### src/rtl/mem_stall_controller.sv
// mem_stall_controller
// Pipeline stall controller for data-cache misses. A miss in the MEM stage
// freezes the pipeline and issues a request to backing memory. The pipeline
// stays frozen until the refill completes or a timeout expires, and then
// advances for one resume cycle.
//
// state  | meaning
// -------+----------------------------------------------------------------
// IDLE   | no miss outstanding; pipeline advances unless a miss is seen
// REQ    | request presented to backing memory, waiting for grant
// WAIT   | request granted, waiting for mem_done or timeout
// RESUME | refill finished (or abandoned); pipeline advances one cycle
//
// Optional feature: define STALL_COUNTER_EN to add the saturating
// stall_cycles counter and its output port.

module mem_stall_controller #(
    parameter int unsigned TIMEOUT_CYCLES = 255,
    parameter int unsigned CNT_W          = 16
) (
    input  logic             clk,
    input  logic             rst_n,
    input  logic             mem_read,
    input  logic             mem_write,
    input  logic             cache_hit,
    input  logic             branch_taken,
    input  logic             mem_gnt,
    input  logic             mem_done,
    output logic             pipe_en,
    output logic             flush,
    output logic             mem_req,
    output logic             mem_we,
    output logic             busy,
    output logic             err
`ifdef STALL_COUNTER_EN
    ,
    output logic [CNT_W-1:0] stall_cycles
`endif
);

    typedef enum logic [1:0] {
        IDLE   = 2'd0,
        REQ    = 2'd1,
        WAIT   = 2'd2,
        RESUME = 2'd3
    } state_t;

    // Last WAIT-cycle count value; reaching it without mem_done ends the wait.
    localparam logic [7:0] WAIT_LAST = 8'(TIMEOUT_CYCLES - 1);

    state_t     state;
    logic [7:0] wait_cnt;
    logic       miss;

    assign miss = (mem_read | mem_write) & ~cache_hit;
    assign busy = (state != IDLE);

    // FSM with registered memory-request outputs. The mem_we register is the
    // write flag captured on entry to REQ, so it holds steady while REQ waits.
    always_ff @(posedge clk or negedge rst_n) begin
        if (!rst_n) begin
            state    <= IDLE;
            wait_cnt <= 8'd0;
            err      <= 1'b0;
            mem_req  <= 1'b0;
            mem_we   <= 1'b0;
        end else begin
            case (state)
                IDLE: begin
                    if (miss) begin
                        state   <= REQ;
                        mem_req <= 1'b1;
                        mem_we  <= mem_write;
                    end
                end
                REQ: begin
                    if (mem_gnt) begin
                        mem_req  <= 1'b0;
                        mem_we   <= 1'b0;
                        wait_cnt <= 8'd0;
                        state    <= mem_done ? RESUME : WAIT;
                    end
                end
                WAIT: begin
                    if (mem_done) begin
                        state <= RESUME;
                    end else if (wait_cnt == WAIT_LAST) begin
                        err   <= 1'b1;
                        state <= RESUME;
                    end else begin
                        wait_cnt <= wait_cnt + 8'd1;
                    end
                end
                RESUME: begin
                    wait_cnt <= 8'd0;
                    state    <= IDLE;
                end
                default: begin
                    state <= IDLE;
                end
            endcase
        end
    end

    // Pipeline enable: combinational on a miss in IDLE so the offending access
    // is held in the same cycle; forced low while reset is asserted.
    always_comb begin
        pipe_en = 1'b0;
        case (state)
            IDLE:    pipe_en = ~miss;
            RESUME:  pipe_en = 1'b1;
            default: pipe_en = 1'b0;
        endcase
        pipe_en = pipe_en & rst_n;
    end

    // A taken branch only squashes when the pipeline actually advances.
    always_comb begin
        flush = branch_taken & pipe_en;
    end

`ifdef STALL_COUNTER_EN
    // Saturating count of stalled cycles since reset.
    always_ff @(posedge clk or negedge rst_n) begin
        if (!rst_n) begin
            stall_cycles <= '0;
        end else if (!pipe_en && (stall_cycles != {CNT_W{1'b1}})) begin
            stall_cycles <= stall_cycles + 1'b1;
        end
    end
`endif

endmodule

### config.mk
export PLATFORM = sky130hd
export DESIGN_NAME = mem_stall_controller
export DESIGN_NICKNAME = d
export VERILOG_FILES = /design/src/rtl/mem_stall_controller.sv
export SDC_FILE = /design/constraint.sdc
export NUM_CORES = 1
export LEC_CHECK = 0
export ABC_AREA = 1
export BUFFER_PORTS_ARGS = -buffer_cell sky130_fd_sc_hd__buf_2
export CORE_MARGIN = 4
export CORE_UTILIZATION = 57
export CTS_CLUSTER_SIZE = 25
export DETAILED_ROUTE_END_ITERATION = 10
export PLACE_DENSITY = 0.87
export SKIP_CTS_REPAIR_TIMING = 1
export SLEW_MARGIN = 20
export SYNTH_ARGS = -nofsm -noshare
export SYNTH_HDL_FRONTEND = slang
export SYNTH_SLANG_ARGS = --single-unit
### constraint.sdc
create_clock -name clk -period 4.4 [get_ports clk]
set_input_delay 0.44 -clock clk [delete_from_list [all_inputs] [get_ports clk]]
set_output_delay 0.44 -clock clk [all_outputs]
set_load 0.1 [all_outputs]
# ---- Word level (Yosys, flattened, before mapping)
# Cells that the tools add are included.
dict set report word_totals {
  out_inout_bits 6
  romBits 0
  mem_count 0
  latch_bits 0
  reg_bits 13
  ram_bits 0
}
dict set report classes {
  eq_ne 9
  div 0
  reduce_logical 8
  magnitude_cmp 0
  n_shift 0
  n_addsub 1
  mul 0
  bitwise 7
  mux 16
}
# cell n
set ops {}
lappend ops {{8-bit two-way mux} 3}
lappend ops {{8-bit one-hot mux with 3 select lines} 1}
lappend ops {{3-bit AND reduction} 3}
lappend ops {{8-bit by 1-bit adder with 8-bit output (second input constant)} 1}
lappend ops {{8-bit equality test (second input constant)} 1}
lappend ops {{2-bit two-way mux} 4}
lappend ops {{2-bit != test (second input constant)} 4}
lappend ops {{2-bit one-hot mux with 4 select lines} 1}
lappend ops {{1-bit one-hot mux with 2 select lines} 3}
lappend ops {{2-bit equality test (second input constant)} 2}
lappend ops {{1-bit two-way mux} 4}
lappend ops {{4-bit AND reduction} 1}
lappend ops {{2-bit nonzero test} 2}
lappend ops {{1-bit bitwise AND} 3}
lappend ops {{3-bit != test (second input constant)} 1}
lappend ops {{1-bit NOT} 3}
lappend ops {{3-bit nonzero test} 1}
lappend ops {{2-bit by 1-bit equality test with 1-bit output (second input constant)} 1}
lappend ops {{2-bit zero test} 1}
lappend ops {{1-bit OR} 1}

# ---- Longest topological paths before layout
# Gate-level depths: netlist (run 1).
dict set report depth {
  ltp_word 6
  mapped_depth 9
}

# ---- Worst setup path after synthesis (run 1)
# OpenSTA, ideal clock, no wires.
dict set report synth_timing {
  kind {flip-flop to output port}
  startpoint {register state[0]}
  endpoint {output flush}
  n_path_buf 0
  setup_slack_ns 1.091
  path_stages_with_launch 7
  t_arrival_ns 2.869
  t_required_ns 3.960
  cell_sequence {dfrtp_1 inv_1 ha_1 nand2_1 nand2_1 nand2_1 nor3_1}
}
dict set report synth_between {
  elab_chain_cells 4
}
# element line_no
set synth_lines {}
lappend synth_lines {{start: declaration} 51} ;# state_t state;
lappend synth_lines {{start signal: assignment} 81} ;# state <= mem_done ? RESUME : WAIT;
lappend synth_lines {{2-bit equality test / 2-bit zero test (equally long branches)} 109} ;# case (state)
lappend synth_lines {{1-bit one-hot mux with 2 select lines *} 109}
lappend synth_lines {{1-bit bitwise AND *} 114} ;# pipe_en = pipe_en & rst_n;
lappend synth_lines {{1-bit bitwise AND *} 119} ;# flush = branch_taken & pipe_en;
lappend synth_lines {{end: declaration} 30} ;# output logic flush,
# Mark *: on every way between the ends. The rest lies on a longest branch, timed or not.

# ---- Worst setup path in the final report (run 1)
# Same ends and word-level chain as after synthesis.

==> results of run 1 <==
==> flip-flops by register name, indices dropped and copies added (netlist names) <==
signal	count
mem_req	1
err	1
wait_cnt	8
state	2
mem_we	1
==> routing by layer <==
metal	up-vias	wire, um
met5	-	0
met4	0	40
met3	6	55
met2	13	803
met1	312	734
li1	376	-
==> kinds of logic after synthesis <==
| family | Yosys count |
|---|---|
| AO/OA/AOI/OAI | 9 |
| XOR/XNOR | 3 |
| adder cells (fa/ha/maj) | 6 |
| buffers and inverters | 11 |
| flip-flops | 13 |
| AND/OR/NAND/NOR | 66 |
==> layout by cell type (no fill, tap or decap) <==
cell type   n
nor2_4      2
inv_1      10
clkbuf_1    1
nand3_1     7
inv_2       1
nand2_1    41
buf_2      13
nand3b_1    3
a21oi_1     1
o21ai_0     6
xor2_1      2
dfrtp_1    13
nor2_1      5
nand3_2     2
nand2_2     3
o21bai_1    2
clkbuf_4    3
xnor2_1     1
nor3_1      2
nand2_4     1
ha_1        6
==> cell type report <==
cell class                 count  share of cell area [%]
timing repair buffer          13                   6.915
sequential                    13                   34.57
multi-input combinational     84                   49.34
inverter                      11                   4.388
tap                           15                   1.995
clock buffer                   4                   2.793
==> stage by stage <==
| stage | worst slack (ns) | cell area (sq um) | total power [mW] | utilization [%] |
|---|---|---|---|---|
| floorplan | 1.091 | 830.8 | 0.4889 | - |
| global placement | 2.515 | 914.6 | 0.5459 | 68.57 |
| detailed placement | 2.429 | 914.6 | 0.5612 | 68.57 |
| CTS | 2.097 | 940.9 | 0.6375 | 70.54 |
| global route | 1.972 | 940.9 | 0.6855 | 70.54 |
| finish | 2.110 | 940.9 | 0.6355 | 70.54 |
==> how the worst min path moves through the flow <==
stage | cells past startpoint | slack (ns) | from | endpoint
final | 1 | 0.04 | rst_n | mem_req
after detailed placement | 1 | 0.34 | rst_n | mem_req
after global routing | 1 | 0.03 | rst_n | mem_req
after floorplan | 0 | 0.14 | rst_n | err
after CTS | 1 | 0.04 | rst_n | mem_req
after global placement | 1 | 0.35 | rst_n | mem_req
==> power by group through the flow <==
stage,clock network [mW],registers (mW),logic (mW)
2_1_floorplan,0,0.230,0.259
3_3_place_gp,0,0.167,0.379
3_5_place_dp,0,0.171,0.390
4_1_cts,0.0753,0.169,0.393
5_1_grt,0.0847,0.173,0.428
6_report,0.0743,0.169,0.392
==> out/results.ini, run 1 <==
[floorplanning]
core_sq_mm=0.001334
die_y_um=46.18
io_pins=14
rows=13
die_x_um=46.18
die_area_sq_mm=0.002132
start_util_pct=62.29

[power_and_ir_drop]
clock_power_share_pct=11.7
comb_power_share_pct=61.7
leakagePower_nw=0.4975
swShare_pct=56.87
power.switching_mw=0.3614
ir_worst_vdd_uv=527.8
p_seq_share_pct=26.6
powerDensity_mw_per_mm2=675.4
intPower_mw=0.2741

[synthesis]
synth_largest_area_cell=dfrtp_1
synth-simple-area-share_pct=37.65
synth_seq_cells=13
avgSynthCellArea_sq_um=7.693
yosys_most_used_dff=dfrtp_1
synth_top_area_share_pct=39.16
synth_edf_count=0
syn_inst=108
synthTopCellsByCount=nand2_1, dfrtp_1, inv_1
syn_nets=122
synth-compound-area-share_pct=6.024
synthMostInstantiatedCell=nand2_1
syn_area_sq_um=830.8
synth_area_leaders=dfrtp_1, nand2_1, ha_1
async_flop_share_pct=100.0
yosysWarningCount=0
muxShareOfSynthArea_pct=0
synth_top_family_by_area=simple AND/OR/NAND/NOR gates
synthDistinctLibCells=18
synth_xor_area_share_pct=3.163
seq_area_frac_synth_pct=39.16
synth-adder-area-share_pct=9.036

[cts]
cts_inserted_buffers=3
cts.sinks=13
htreeDepth=1
cts_max_path_buffers=2
cts.clk_slew.worst_paths_ns=0.08
cts_tree=yes
insertion_delay_ns=0.27
cts_root_buffer=clkbuf_4

[setup_path]
worst_path_most_repeated_cell=nand2_1
crit_buf_inv=2
worstReg2RegStart=state[1]
critPathLaunch=state[0]
cp.required_ns=3.96
cp.depth=7
critPathMaxFanout=4
cp-start-kind=register
reg2reg_depth=8
crit_path_top_delay_cell=buf_2
worstSetupPathType=register to output pin
crit_path_end=flush
max_stage_delay_ns=0.46
regToRegSetupSlack_ns=2.76
critPathTopFamily=buffers and inverters
r2r_end=mem_we
cp_data_arrival_time_ns=1.85
worstSetupEndpointType=output pin
cp_cell_sequence=inv_1 -> ha_1 -> nand2_1 -> nand2_1 -> nand2_1 -> nor3_1 -> buf_2

[detailed_routing]
vias=707
drt_iter0_markers=21
avgViaCountPerCell=5.050
drc_errors=0
wl_per_cell_um=11.67
drtPass1Iterations=4
wirelength_um=1634
ant_nets=0

[timing]
fin_crit_sh_pct=52.05
slew_viol_final=0
setup-violations-final=0
whs_ns=0.03513
period_needed_ns=2.290
worstMarginPinSlew_ns=0.4866
hold_violations=0
clock_skew_ns=0.001231
max_freq_mhz=436.7
timing.setup.tns_ns=0
rsz0062_at_grt=no
relSlewSlack_pct=67.78

[placed_design]
io_buffers=13
dpl.cell_count=136
gp_congestion=0.7448
hpwl_um=1273

[finish]
nets=140
drive_gt1_share_pct=20.00
multi_input_area_sq_um=464.2
area_delta_synth_final_pct=13.25
antenna_cells=0
stdcell_count=140
regArea_sq_um=325.3
n_fill_cell=101

[global_route]
gr-usage-met3_pct=6.641
gr-usage-met1_pct=21.34
grt_busiest_layer=met2
met2_usage_pct=28.02
track_usage_pct=18.27
grt_start_max_net_pins=15
antenna_found_initial=0
grt_pass1_vias=630
grt_overflow=0
grt_first_pass_wirelength_um=2656

[min_path]
hold_class=primary input to asynchronous set/reset pin

[run]
drv_cap=0

[run_status]
run_status=complete, no violations

Note: power is estimated with default switching activity, not from simulation.
==> run 2: changes to the inputs <==
--- a/config.mk
+++ b/config.mk
@@ -8,10 +8,10 @@
 export ABC_AREA = 1
 export BUFFER_PORTS_ARGS = -buffer_cell sky130_fd_sc_hd__buf_2
 export CORE_MARGIN = 4
-export CORE_UTILIZATION = 57
+export CORE_UTILIZATION = 53
 export CTS_CLUSTER_SIZE = 25
 export DETAILED_ROUTE_END_ITERATION = 10
-export PLACE_DENSITY = 0.87
+export PLACE_DENSITY = 0.82
 export SKIP_CTS_REPAIR_TIMING = 1
 export SLEW_MARGIN = 20
 export SYNTH_ARGS = -nofsm -noshare
==> constraint.sdc (replaced) <==
create_clock -name clk -period 2.3 [get_ports clk]
set_input_delay 0.23 -clock clk [delete_from_list [all_inputs] [get_ports clk]]
set_output_delay 0.23 -clock clk [all_outputs]
set_load 0.1 [all_outputs]
==> out/results.ini, run 2 (synthesis gave the netlist of run 1 again) <==
[run_status]
run_status=complete, no violations

[placed_design]
dp_slack_ns=0.5951
io_buffers=13
hpwl_um=1310
gp_congestion=0.8065
place_area_sq_um=923.4

[floorplanning]
die_area_sq_mm=0.002265
core_sq_mm=0.001489
die_x_um=47.59
rows=14
start_util_pct=55.80
io_pins=14
die_y_um=47.59

[setup_path]
critPathMaxFanout=4
cp-start-kind=register
worstSetupPathType=register to output pin
cp.required_ns=2.07
worstSetupEndpointType=output pin
cp_data_arrival_time_ns=1.77

[detailed_routing]
wirelength_um=1604
drt_iter0_markers=13
avgViaCountPerCell=4.958
vias=704
drc_errors=0
drtPass1Iterations=4
ant_nets=0
wl_per_cell_um=11.30

[cts]
cts_inserted_buffers=3
cts_tree=yes
cts_max_path_buffers=2
cts_root_buffer=clkbuf_4
cts.sinks=13
insertion_delay_ns=0.27
htreeDepth=1
cts.clk_slew.worst_paths_ns=0.08

[timing]
max_freq_mhz=499.3
setup-violations-final=0
clock_skew_ns=0.005312
slew_viol_final=0
timing.setup.tns_ns=0
period_needed_ns=2.003
fin_crit_sh_pct=87.08
hold_violations=0
worstMarginPinSlew_ns=0.4867
whs_ns=0.1886
relSlewSlack_pct=67.78
setup_slack_ns=0.2972
rsz0062_at_grt=no

[run]
drv_cap=0

[global_route]
grt_start_max_net_pins=15
track_usage_pct=16.67
grt_overflow=0
grt_pass1_vias=671
antenna_found_initial=0
grt_first_pass_wirelength_um=2635

[finish]
largest_register=wait_cnt
drive_gt1_share_pct=22.22
area_delta_synth_final_pct=15.66
largest_register_ffs=8
fin_area_sq_um=960.9
reg.largest.list=wait_cnt x8, state x2
final_common_cell=nand2_1
nets=141
layout_common_cells=nand2_1, dfrtp_1, buf_2
antenna_cells=0
n_fill_cell=123
fin_util_pct=64.54

[min_path]
hold_class=primary input to register

[power_and_ir_drop]
powerDensity_mw_per_mm2=1262
ir_worst_vdd_uv=647.0
leakagePower_nw=0.5054

run 2: cell count changes in the layout (fill, tap and decap cells not counted), sizes merged:
cell / before / now
clkinv: 0 / 1
clkbuf: 4 / 3
dlygate4sd3: 0 / 1
run 2: worst max-delay path, cell delays in order, from the launching register on:
cell and delay, ns:
dfrtp_1 0.42, inv_1 0.10, ha_1 0.22, nand2_1 0.07
nand2_1 0.06, nand2_1 0.08, nor3_2 0.11, buf_2 0.44
run 2: area by class of cell:
class                      instances  area (sq um)  share of cell area [%]
multi-input combinational         84         471.7                   49.09
tap                               16         20.02                   2.083
inverter                          11         41.29                   4.297
clock inverter                     1         5.005                  0.5208
timing repair buffer              14         75.07                   7.812
sequential                        13         325.3                   33.85
clock buffer                       3         22.52                   2.344
run 2: final timing paths:
path / slack [ns] / depth (start not counted) / endpoint / start
worst max-delay path: 0.30 / 7 / flush / state[1]
worst min-delay path: 0.19 / 2 / err / mem_done
worst max register to register: 0.68 / 8 / state[1] / state[1]
worst min register to register: 0.47 / 2 / mem_req / mem_req
max in group asynchronous: 1.69 / 2 / err / rst_n
min in group asynchronous: 0.37 / 2 / state[1] / rst_n
run 2: power breakdown:
| part | internal, mW | total (mW) | switching, mW |
|---|---|---|---|
| logic | 0.183 | 0.759 | 0.576 |
| clock network | 0.0644 | 0.136 | 0.0714 |
| registers | 0.279 | 0.318 | 0.0392 |
run 2: stage by stage:
step / instances / total power, mW
after CTS: 141 / 1.226
final: 142 / 1.212
after global placement: 137 / 1.062
after global routing: 142 / 1.312
after floorplan: 108 / 0.9478
after detailed placement: 137 / 1.089
run 2: metal layers:
metal / routed length, um / GRT usage (%)
met1: 715 / 18.84
met2: 745 / 29.68
met3: 114 / 4.511
met4: 29 / 6.452
met5: 0 / 0
